===== config.mk =====
export PLATFORM = sky130hd
export DESIGN_NAME = vram_arbiter
export DESIGN_NICKNAME = d
export VERILOG_FILES = /design/src/rtl/vram_pkg.sv /design/src/rtl/vram_arbiter_rr.sv /design/src/rtl/vram_arbiter.sv
export SDC_FILE = /design/constraint.sdc
export NUM_CORES = 1
export LEC_CHECK = 0
export CORE_ASPECT_RATIO = 1.1
export CORE_MARGIN = 8
export CORE_UTILIZATION = 40
export CTS_BUF_LIST = sky130_fd_sc_hd__clkbuf_16
export CTS_CLUSTER_SIZE = 28
export DETAILED_ROUTE_END_ITERATION = 8
export GPL_ROUTABILITY_DRIVEN = 0
export PLACE_DENSITY_LB_ADDON = 0.25
export SLEW_MARGIN = 20
export SYNTH_ARGS = -nofsm -noshare
export SYNTH_HDL_FRONTEND = slang
export SYNTH_SLANG_ARGS = --single-unit

===== constraint.sdc =====
create_clock -name clock_25 -period 1.98 [get_ports clock_25]
set_input_delay 0.495 -clock clock_25 [delete_from_list [all_inputs] [get_ports clock_25]]
set_output_delay 0.495 -clock clock_25 [all_outputs]
set_load 0.01 [all_outputs]

===== src/rtl/vram_pkg.sv =====
// Shared constants and types for the VRAM arbiter: tile-map geometry,
// RAM widths and the writer identifiers used by the round-robin arbiter.
package vram_pkg;

    localparam int MAP_W      = 40;   // tiles per row
    localparam int MAP_H      = 30;   // tile rows
    localparam int TILE_SHIFT = 4;    // 16x16 pixel tiles
    localparam int AW         = 11;   // RAM address width
    localparam int DW         = 4;    // tile code width

    localparam int MAP_SIZE   = MAP_W * MAP_H;

    typedef enum logic {
        GNT_A = 1'b0,
        GNT_B = 1'b1
    } grant_t;

endpackage


===== src/rtl/vram_arbiter_rr.sv =====
// rr_arbiter2: two-input round-robin arbiter. gnt is combinational and
// one-hot (or zero); last_grant remembers the most recent winner so that a
// tie goes to the other writer. Resets to GNT_B so A wins the first tie.
module rr_arbiter2
    import vram_pkg::*;
(
    input  logic       clk,
    input  logic       rst_n,
    input  logic [1:0] req,
    input  logic       enable,
    output logic [1:0] gnt,
    output grant_t     last_grant
);

    // Pick a winner among the requesting writers when the slot allows it.
    always_comb begin
        // NOTE: gnt gets a default before any branch, so no path leaves it unassigned and no latch is inferred.
        gnt = 2'b00;
        if (enable) begin
            case (req)
                2'b01:   gnt = 2'b01;
                2'b10:   gnt = 2'b10;
                2'b11:   gnt = (last_grant == GNT_A) ? 2'b10 : 2'b01;
                default: gnt = 2'b00;
            endcase
        end
    end

    // Remember the writer that was granted most recently.
    always_ff @(posedge clk or negedge rst_n) begin
        if (!rst_n) begin
            last_grant <= GNT_B;
        end else if (gnt[0]) begin
            // NOTE: state registers use non-blocking assignment so every flop samples pre-edge values.
            last_grant <= GNT_A;
        end else if (gnt[1]) begin
            last_grant <= GNT_B;
        end
    end

endmodule


===== src/rtl/vram_arbiter.sv =====
// vram_arbiter: shares one single-port synchronous tile RAM between the VGA
// display read path and two writers (A: robot, B: pipe map updates).
// Display reads own every p_tick slot during active video; writers are
// round-robin arbitrated on the remaining cycles.
// Build option: define VRAM_BLANK_WR_EN to allow writes only while
// video_on=0 (no mid-frame tearing); undefined, writes use any non-display
// cycle.
module vram_arbiter
    import vram_pkg::*;
(
    input  logic          clock_25,
    input  logic          reset_key,
    input  logic [9:0]    pixel_x,
    input  logic [9:0]    pixel_y,
    input  logic          video_on,
    input  logic          p_tick,
    input  logic          req_a,
    input  logic          req_b,
    input  logic [AW-1:0] addr_a,
    input  logic [AW-1:0] addr_b,
    input  logic [DW-1:0] data_a,
    input  logic [DW-1:0] data_b,
    output logic          ack_a,
    output logic          ack_b,
    output logic [AW-1:0] mem_addr,
    output logic          mem_we,
    output logic [DW-1:0] mem_wdata,
    input  logic [DW-1:0] mem_rdata,
    output logic [DW-1:0] disp_tile,
    output logic          disp_valid,
    output logic          wr_err
);

    logic          disp_slot;
    logic          wr_enable;
    logic [1:0]    req_eff;
    logic [1:0]    gnt;
    grant_t        last_grant;
    logic [AW-1:0] tile_addr;
    logic [AW-1:0] sel_addr;
    logic [DW-1:0] sel_data;
    logic          in_range;
    logic          rd_p1;
    logic          rd_p2;

    // Slot decoder: display owns p_tick cycles inside the active region.
    assign disp_slot = p_tick & video_on;

`ifdef VRAM_BLANK_WR_EN
    assign wr_enable = ~disp_slot & ~video_on;
`else
    assign wr_enable = ~disp_slot;
`endif

    // A writer still holds req during its ack cycle; masking it there keeps
    // one request from being granted twice.
    assign req_eff = {req_b & ~ack_b, req_a & ~ack_a};

    rr_arbiter2 u_rr (
        .clk        (clock_25),
        .rst_n      (reset_key),
        .req        (req_eff),
        .enable     (wr_enable),
        .gnt        (gnt),
        .last_grant (last_grant)
    );

    // Tile index of the current pixel, row-major, truncated to AW bits.
    assign tile_addr = AW'(AW'(pixel_y >> TILE_SHIFT) * AW'(MAP_W)
                         + AW'(pixel_x >> TILE_SHIFT));

    assign sel_addr = gnt[1] ? addr_b : addr_a;
    assign sel_data = gnt[1] ? data_b : data_a;
    assign in_range = (sel_addr < AW'(MAP_SIZE));

    // RAM port: display address on DISP slots, granted write otherwise.
    always_ff @(posedge clock_25 or negedge reset_key) begin
        if (!reset_key) begin
            mem_addr  <= '0;
            mem_we    <= 1'b0;
            mem_wdata <= '0;
            ack_a     <= 1'b0;
            ack_b     <= 1'b0;
            wr_err    <= 1'b0;
        end else begin
            mem_we <= 1'b0;
            ack_a  <= gnt[0];
            ack_b  <= gnt[1];
            if (disp_slot) begin
                mem_addr <= tile_addr;
            end else if (|gnt) begin
                if (in_range) begin
                    mem_addr  <= sel_addr;
                    mem_wdata <= sel_data;
                    mem_we    <= 1'b1;
                end else begin
                    wr_err <= 1'b1;
                end
            end
        end
    end

    // Read pipeline: address issued, RAM data returns, tile captured.
    always_ff @(posedge clock_25 or negedge reset_key) begin
        if (!reset_key) begin
            rd_p1      <= 1'b0;
            rd_p2      <= 1'b0;
            disp_valid <= 1'b0;
            disp_tile  <= '0;
        end else begin
            rd_p1      <= disp_slot;
            rd_p2      <= rd_p1;
            disp_valid <= rd_p2;
            if (rd_p2) begin
                disp_tile <= mem_rdata;
            end
        end
    end

    // The two acknowledges are mutually exclusive.
    a_one_ack: assert property (@(posedge clock_25) disable iff (!reset_key)
                                !(ack_a && ack_b));

    // A display slot never disturbs the round-robin history.
    a_disp_keeps_rr: assert property (@(posedge clock_25) disable iff (!reset_key)
                                      disp_slot |=> $stable(last_grant));

endmodule


== Yosys cells after proc, flatten, opt, wreduce, memory -nomap -nowiden ==
Index checks and enable logic that the tools add are counted.
Operators by class
  add/subtract/negate cells: 1
  reductions and logical operators: 7
  $mul: 1
  order comparisons: 1
  equality and inequality tests: 3
  bitwise gates (word level): 7
  muxes and demuxes: 13
Operators by type and width (number)
  $mux 11: 4
  $add 11x6->11: 1
  $lt 11x11->1 const B: 1
  $mul 6x3->8 const B: 1
  $pmux 2 s3: 1
  $reduce_and 3->1: 2
  $reduce_bool 2->1: 3
  $mux 1: 5
  $eq 2x2->1 const B: 2
  $mux 2: 2
  $mux 4: 1
  $not 1->1: 4
  $and 1x1->1: 3
  $eq 2x1->1 const B: 1
  $reduce_and 2->1: 1
  $reduce_or 2->1: 1
Storage, ports and cells
  bits of input ports: 60
  output and inout port bits: 24
  logic and storage cells: 44
  flip-flop bits (word level): 27

== Depth between registers and ports, before layout ==
Gate-level depths: netlist of run 1.
  depth in word-level cells: 10
  mapped depth: 8
  depth with buffers taken out: 8

== Hierarchy ==
From an unflattened synthesis of run 1, not the netlist that was laid out.
Unflattened totals
  cells, all modules: 168
  area, all modules: 1715.4 um^2
Modules (own cells, without submodules)
  vram_arbiter: seq. area each 650.6 um^2, times used 1, cells an instance 160, area an instance 1652.8 um^2
  rr_arbiter2: seq. area each 26.3 um^2, times used 1, cells an instance 8, area an instance 62.6 um^2

== Worst setup path after synthesis of run 1 ==
No wires, ideal clock.
  kind: input -> register
  from: in pixel_y[5]
  to: reg mem_addr[10]
  slack: -0.252 ns
  path buffers: 0
  arrival time: 2.102 ns
  data required time: 1.850 ns
  cell stages on the path: 8
  cell sequence: ha_1 -> ha_1 -> fa_1 -> xor2_1 -> nand3_1 -> nor4_2 -> xnor2_1 -> o22ai_1
On the way
  cells in the longest elaborated chain, start to end: 3
RTL lines
  start, declared: RTL line vram_arbiter.sv:14  | input logic [9:0] pixel_y,
  $mul 6x3->8: RTL line vram_arbiter.sv:69  | assign tile_addr = AW'(AW'(pixel_y >> TILE_SHIFT) * AW'(MAP_W)
  $add 11x6->11: RTL line vram_arbiter.sv:70  | + AW'(pixel_x >> TILE_SHIFT));
  $mux 11: RTL line vram_arbiter.sv:89  | if (disp_slot) begin
  end signal, assigned: RTL line vram_arbiter.sv:90  | mem_addr <= tile_addr;
  end signal, assigned: RTL line vram_arbiter.sv:93  | mem_addr <= sel_addr;
  end, declared: RTL line vram_arbiter.sv:25  | output logic [AW-1:0] mem_addr,
Every way passes these cells.
A chain may end at the register's enable or synchronous reset.

== Final worst setup path of run 1 ==
  from: in pixel_y[9]
  to: reg mem_addr[9]
Same word-level chain as after synthesis.

==> impl_metrics.json, run 1 <==
{
  "status": "complete, but fails checks",
  "violations": "setup timing",
  "drc": 0,
  "critical_path_required_ps": 2140,
  "yosys.area_share.xor_xnor_pct": 3.60,
  "regToRegSetupSlack_ps": 260,
  "clkTransAtPathRegs_ps": 70,
  "syn2layout_area_growth_pct": 72.2,
  "viasPerCell": 5.06,
  "finClkSkew_ps": 4.88,
  "path_max_fanout": 4,
  "io_pins": 84,
  "n_antenna_cell": 0,
  "clkLatencyLatePin_ps": 270,
  "synth-edff-count": 0,
  "critPathArrivalTime_ps": 2150,
  "rows": 25,
  "grt_pass1_vias": 1771,
  "rsz0062_at_grt": "yes",
  "h-tree-depth": 1,
  "finalHoldViolCount": 0,
  "grt_max_degree": 18,
  "pre_cts_ws_ps": -694,
  "ys_seq_elements": 27,
  "synthTopCellsByCount": "dfrtp_1 (26), nand2_1 (18), nor2_1 (15), ha_1 (11), mux2_2 (11)",
  "async_flop_share_pct": 100,
  "track_usage_pct": 15.8,
  "hold_class": "reg2reg",
  "hold_slack_ps": 361,
  "critical_path.endpoint_type": "flop",
  "synthTopCellsByArea": "dfrtp_1 (38%), ha_1 (8.1%), mux2_2 (7.3%)",
  "dpl.hpwl_mm": 4.04,
  "core_um2": 4190,
  "drive_above_1_share_pct": 29.8,
  "synth_ff_type": "dfrtp_1",
  "place.port_buffers": 75,
  "synth_top_family_by_area": "compound AO/OA/AOI/OAI gates",
  "grt_overflow": 0,
  "die_h_um": 84.5,
  "max_freq_mhz": 504,
  "worst_pin_slew_ps": 408,
  "maxCapViolCount": 0,
  "setup-violations-final": 2,
  "dp.cells": 314,
  "slew-limit-headroom_pct": 72.7,
  "power_uw": 2250,
  "cpPeakStageDelay_ps": 290,
  "syn_inst": 165,
  "drv_slew": 0,
  "clock_sinks": 27,
  "crit_slowest_cell": "ha_4",
  "period_share_pct": 100,
  "power_density_nw_per_um2": 765,
  "crit_type": "in2reg",
  "dieArea_um2": 6610,
  "yosys-mux-area-fraction_pct": 11.4,
  "synth_largest_area_cell": "dfrtp_1",
  "synth_most_common_cell": "dfrtp_1",
  "avgSynthCellArea_um2": 10.3,
  "power_leakage_uw": 0.00123,
  "cp_cell_sequence": "dlygate4sd2_1, ha_4, ha_4, a21oi_2, and3_4, nor2_1, xnor2_1, a221oi_1",
  "ys_seq_area_share_pct": 39.7,
  "yosys.area_share.simple_pct": 14.8,
  "wire_per_inst_um": 15.9,
  "initial_core_util_pct": 40.7,
  "synth_nets": 238,
  "drtPass1Iterations": 4,
  "clockRootBuffer": "clkbuf_16",
  "cts_tree": "yes",
  "cpMostUsedCell": "ha_4",
  "synth_top_area_share_pct": 38.2,
  "totalWireLength_mm": 5.06,
  "final_cells": 319,
  "min_period_ps": 1980,
  "peakVddDrop_v": 0.000372,
  "via_count": 1614,
  "ant_nets": 0,
  "die_w_um": 78.3,
  "grt_pass1_wl_mm": 8.49,
  "numCtsBuffers": 3,
  "yosysUniqueCellTypes": 47,
  "synth.cell_area_um2": 1710,
  "drt_iter0_drc": 49,
  "worst_slack_ps": -3.38,
  "synth_compound_area_share_pct": 16.1,
  "worstSetupStartpointType": "input port",
  "clk_path_buf_depth": 2,
  "yosysWarnings": 0,
  "synth_fa_ha_area_share_pct": 10.4,
  "antenna_found_initial": 0,
  "nets": 339
}
report_power, final:
group / switching (µW) / internal (µW)
clock network: 203 / 280
logic: 424 / 593
registers: 69.8 / 678
cells by family (layout without fill, tap and decap cells):
kind of cell / count (synthesis) / after routing
AOI/OAI and AO/OA: 36 / 36
xor gates and xnor gates: 7 / 7
adders and majority gates: 13 / 13
buffers and inverters: 12 / 112
DFF: 27 / 27
muxes: 18 / 18
and+or+nand+nor: 52 / 52
per-stage QoR:
step	instance area, µm²	util [%]	setup TNS (ps)
finish	2940	70.1	-5.34
global route	2940	70.1	-174
CTS	2910	69.4	-36.6
detailed placement	2740	65.3	-4310
global placement	2740	65.3	-4060
floorplan	1750	-	-132
worst max-delay path, delay by kind of cell:
| kind | cells | cell delay, ps |
|---|---|---|
| XOR/XNOR | 1 | 130 |
| buffers and inverters | 1 | 270 |
| AND/OR/NAND/NOR | 2 | 270 |
| adder cells (fa/ha/maj) | 2 | 520 |
| AO/OA/AOI/OAI | 2 | 460 |
final timing paths:
check	depth (start not counted)	startpoint	endpoint
worst min register to register	0	rd_p1	rd_p2
worst max register to register	5	u_rr.last_grant	mem_addr[1]
worst max-delay path	8	pixel_y[9]	mem_addr[9]
max in group asynchronous	2	reset_key	mem_addr[9]
worst min-delay path	0	rd_p1	rd_p2
min in group asynchronous	1	reset_key	mem_wdata[0]
per-layer routing:
| metal | track usage [%] | part of all wire (%) | up-vias | wire (µm) |
|---|---|---|---|---|
| met3 | 2.88 | 5.3 | 6 | 270 |
| met2 | 29.6 | 54 | 52 | 2740 |
| met4 | 5.73 | 1.5 | 0 | 76 |
| met1 | 16.9 | 39 | 760 | 1980 |
| li1 | - | - | 796 | - |
| met5 | 0 | 0 | - | 0 |
registers in the layout (all words and copies together), names as in the netlist:
| name | count |
|---|---|
| mem_addr | 11 |
| disp_tile | 4 |
| mem_wdata | 4 |
| ack_a | 1 |
| ack_b | 1 |
| disp_valid | 1 |
| mem_we | 1 |
| rd_p1 | 1 |
| rd_p2 | 1 |
| u_rr.last_grant | 1 |
| wr_err | 1 |
final cells by class:
cell class              instances  area [µm²]
clock inverters                 1        8.76
inverters                       8        32.5
clock buffers                   3        75.1
well taps                      54        67.6
multi-input cells             126        1120
repair buffers                100         951
fillers                       326        1250
flip-flops and latches         27         677
cell usage in the layout (no fill, tap or decap), drive strengths merged, types with 3 or more instances in the layout:
master,netlist,layout
clkdlybuf4s50,0,67
xnor2,5,5
mux2,12,12
a31oi,5,5
buf,3,30
ha,11,11
inv,7,8
a221oi,4,4
dlygate4sd2,0,3
nand2b,3,3
mux2i,6,6
o21ai,9,9
nor2,16,16
clkbuf,1,3
nand3,5,5
a21oi,6,6
dfrtp,26,26
nand2,19,19
timing repair:
action,CTS,global route
buffers inserted,3,0
gates resized for setup,44,5
hold buffers,0,0
endpoints found under the setup margin,6,5
pin swaps,18,10
(Power assumes the default switching activity.)
==> run 2: changes to the inputs <==
--- a/config.mk
+++ b/config.mk
@@ -7,7 +7,7 @@
 export LEC_CHECK = 0
 export CORE_ASPECT_RATIO = 1.1
 export CORE_MARGIN = 8
-export CORE_UTILIZATION = 40
+export CORE_UTILIZATION = 29
 export CTS_BUF_LIST = sky130_fd_sc_hd__clkbuf_16
 export CTS_CLUSTER_SIZE = 28
 export DETAILED_ROUTE_END_ITERATION = 8
==> run 2 against run 1 <==
Net effect:
- die area increased by 30%
- highest routed layer unchanged
- core utilization is 17 points lower
- via count is 0.87% lower
- register-to-register slack gained 20 ps
- worst hold slack better by 9.9 ps
- the run still ends with setup timing left
==> impl_metrics.json, run 2 (synthesis gave the netlist of run 1 again) <==
{
  "status": "complete, but fails checks",
  "violations": "setup timing",
  "path_max_fanout": 2,
  "setup-violations-final": 1,
  "numCtsBuffers": 3,
  "ff2ff_path_depth": 5,
  "p_int_uw": 1550,
  "period_share_pct": 100,
  "worst_pin_slew_ps": 351,
  "hold_class": "reg2reg",
  "dieArea_um2": 8590,
  "critical_path.endpoint_type": "flop",
  "dpl.hpwl_mm": 4.19,
  "power_leakage_uw": 0.00125,
  "p_clk_share_pct": 21.0,
  "h-tree-depth": 1,
  "track_usage_pct": 12.3,
  "nets": 346,
  "n_antenna_cell": 0,
  "cp_cell_sequence": "buf_8, ha_4, ha_4, fa_2, a21o_2, a21oi_2, xnor2_1, xnor2_1, o22ai_1",
  "final_cells": 349,
  "utilization_pct": 52.7,
  "r2r-end": "mem_addr[6]",
  "peakVddDrop_v": 0.000474,
  "worst_slack_ps": -8.71,
  "critical_path_required_ps": 2120,
  "drive_above_1_share_pct": 30.9,
  "grt_max_degree": 28,
  "comb_power_share_pct": 45.4,
  "drv_slew": 0,
  "fin_setup_tns_ps": -8.71,
  "slew-limit-headroom_pct": 76.6,
  "clock_sinks": 27,
  "rows": 29,
  "dp.cells": 343,
  "power_density_nw_per_um2": 740,
  "largestRegisters": "mem_addr: 11 flops, disp_tile: 4 flops, mem_wdata: 4 flops",
  "p_seq_share_pct": 33.6,
  "io_pins": 84,
  "worstHoldStart": "rd_p1",
  "hold_slack_ps": 371,
  "placed_cell_area_um2": 2800,
  "wire_per_inst_um": 15.0,
  "drc": 0,
  "holdPathStages": 0,
  "maxCapViolCount": 0,
  "mostFrequentLayoutCell": "clkdlybuf4s50_1",
  "die_h_um": 96.4,
  "min_period_ps": 1990,
  "totalWireLength_mm": 5.25,
  "antenna_found_initial": 0,
  "syn2layout_area_growth_pct": 77.1,
  "clk_path_buf_depth": 2,
  "die_w_um": 89.1,
  "layout_common_cells": "clkdlybuf4s50_1 (68), buf_4 (31), dfrtp_1 (26), nand2_1 (18), nor2_1 (15)",
  "cts_tree": "yes",
  "drt_iter0_drc": 32,
  "critPathArrivalTime_ps": 2120,
  "power.switching_uw": 687,
  "worstSetupStartpointType": "input port",
  "cp.buffers_inverters": 1,
  "viasPerCell": 4.58,
  "core_um2": 5730,
  "finalHoldViolCount": 0,
  "crit-reg2reg-launch": "u_rr.last_grant",
  "clockRootBuffer": "clkbuf_16",
  "regToRegSetupSlack_ps": 280,
  "cp_top_family": "adder cells",
  "switching_share_pct": 30.7,
  "drtPass1Iterations": 4,
  "cpPeakStageDelay_ps": 400,
  "clkTransAtPathRegs_ps": 70,
  "fin_area_um2": 3020,
  "largest_reg_flops": 11,
  "grt_pass1_vias": 1778,
  "regMostFlops": "mem_addr",
  "crit_slowest_cell": "fa_2",
  "max_freq_mhz": 503,
  "place.port_buffers": 75,
  "finClkSkew_ps": 3.65,
  "grt_pass1_wl_mm": 8.27,
  "clkLatencyLatePin_ps": 260,
  "rsz0062_at_grt": "yes",
  "timing.critical_path.from": "pixel_y[5]",
  "crit_type": "in2reg",
  "grt_overflow": 0,
  "initial_core_util_pct": 29.7,
  "via_count": 1600,
  "ant_nets": 0,
  "min_to": "rd_p2"
}
run 2: power by group through the flow:
stage               Clock, µW  Combinational [µW]  Sequential, µW
finish                    469                1020             750
global route              505                1100             767
CTS                       478                 998             752
detailed placement          0                 962             761
global placement            0                 952             757
floorplan                   0                 390             808
run 2: timing repair:
action	in CTS	in global routing
pin swaps	16	11
setup endpoints to repair	5	4
hold buffers	0	0
gates resized for setup	42	8
setup buffers	2	1
run 2: metrics by stage:
step	power, µW	setup slack (ps)
after floorplan	1200	-62.4
after global placement	1710	-652
after detailed placement	1720	-748
after CTS	2230	-115
after global routing	2370	-90.0
final	2230	-8.71
run 2: layout make-up:
| cell class | count | area (µm²) |
|---|---|---|
| inverters | 8 | 32.5 |
| repair buffers | 107 | 1000 |
| well taps | 77 | 96.3 |
| flip-flops and latches | 27 | 677 |
| clock buffers | 3 | 75.1 |
| multi-input cells | 126 | 1130 |
| clock inverters | 1 | 7.51 |
| fillers | 564 | 2710 |
run 2: worst max-delay path by stage:
stage,cells past startpoint,end
after floorplan,7,mem_addr[10]
after global placement,8,mem_addr[10]
after detailed placement,9,mem_addr[10]
after CTS,9,mem_addr[10]
after global routing,9,mem_addr[10]
final,9,mem_addr[10]
run 2: per-layer routing:
metal	vias up	part of all wire, %	GRT usage [%]
li1	804	-	-
met1	754	39	13.0
met2	40	54	23.6
met3	2	6.3	2.71
met4	0	0.78	3.19
met5	-	0	0
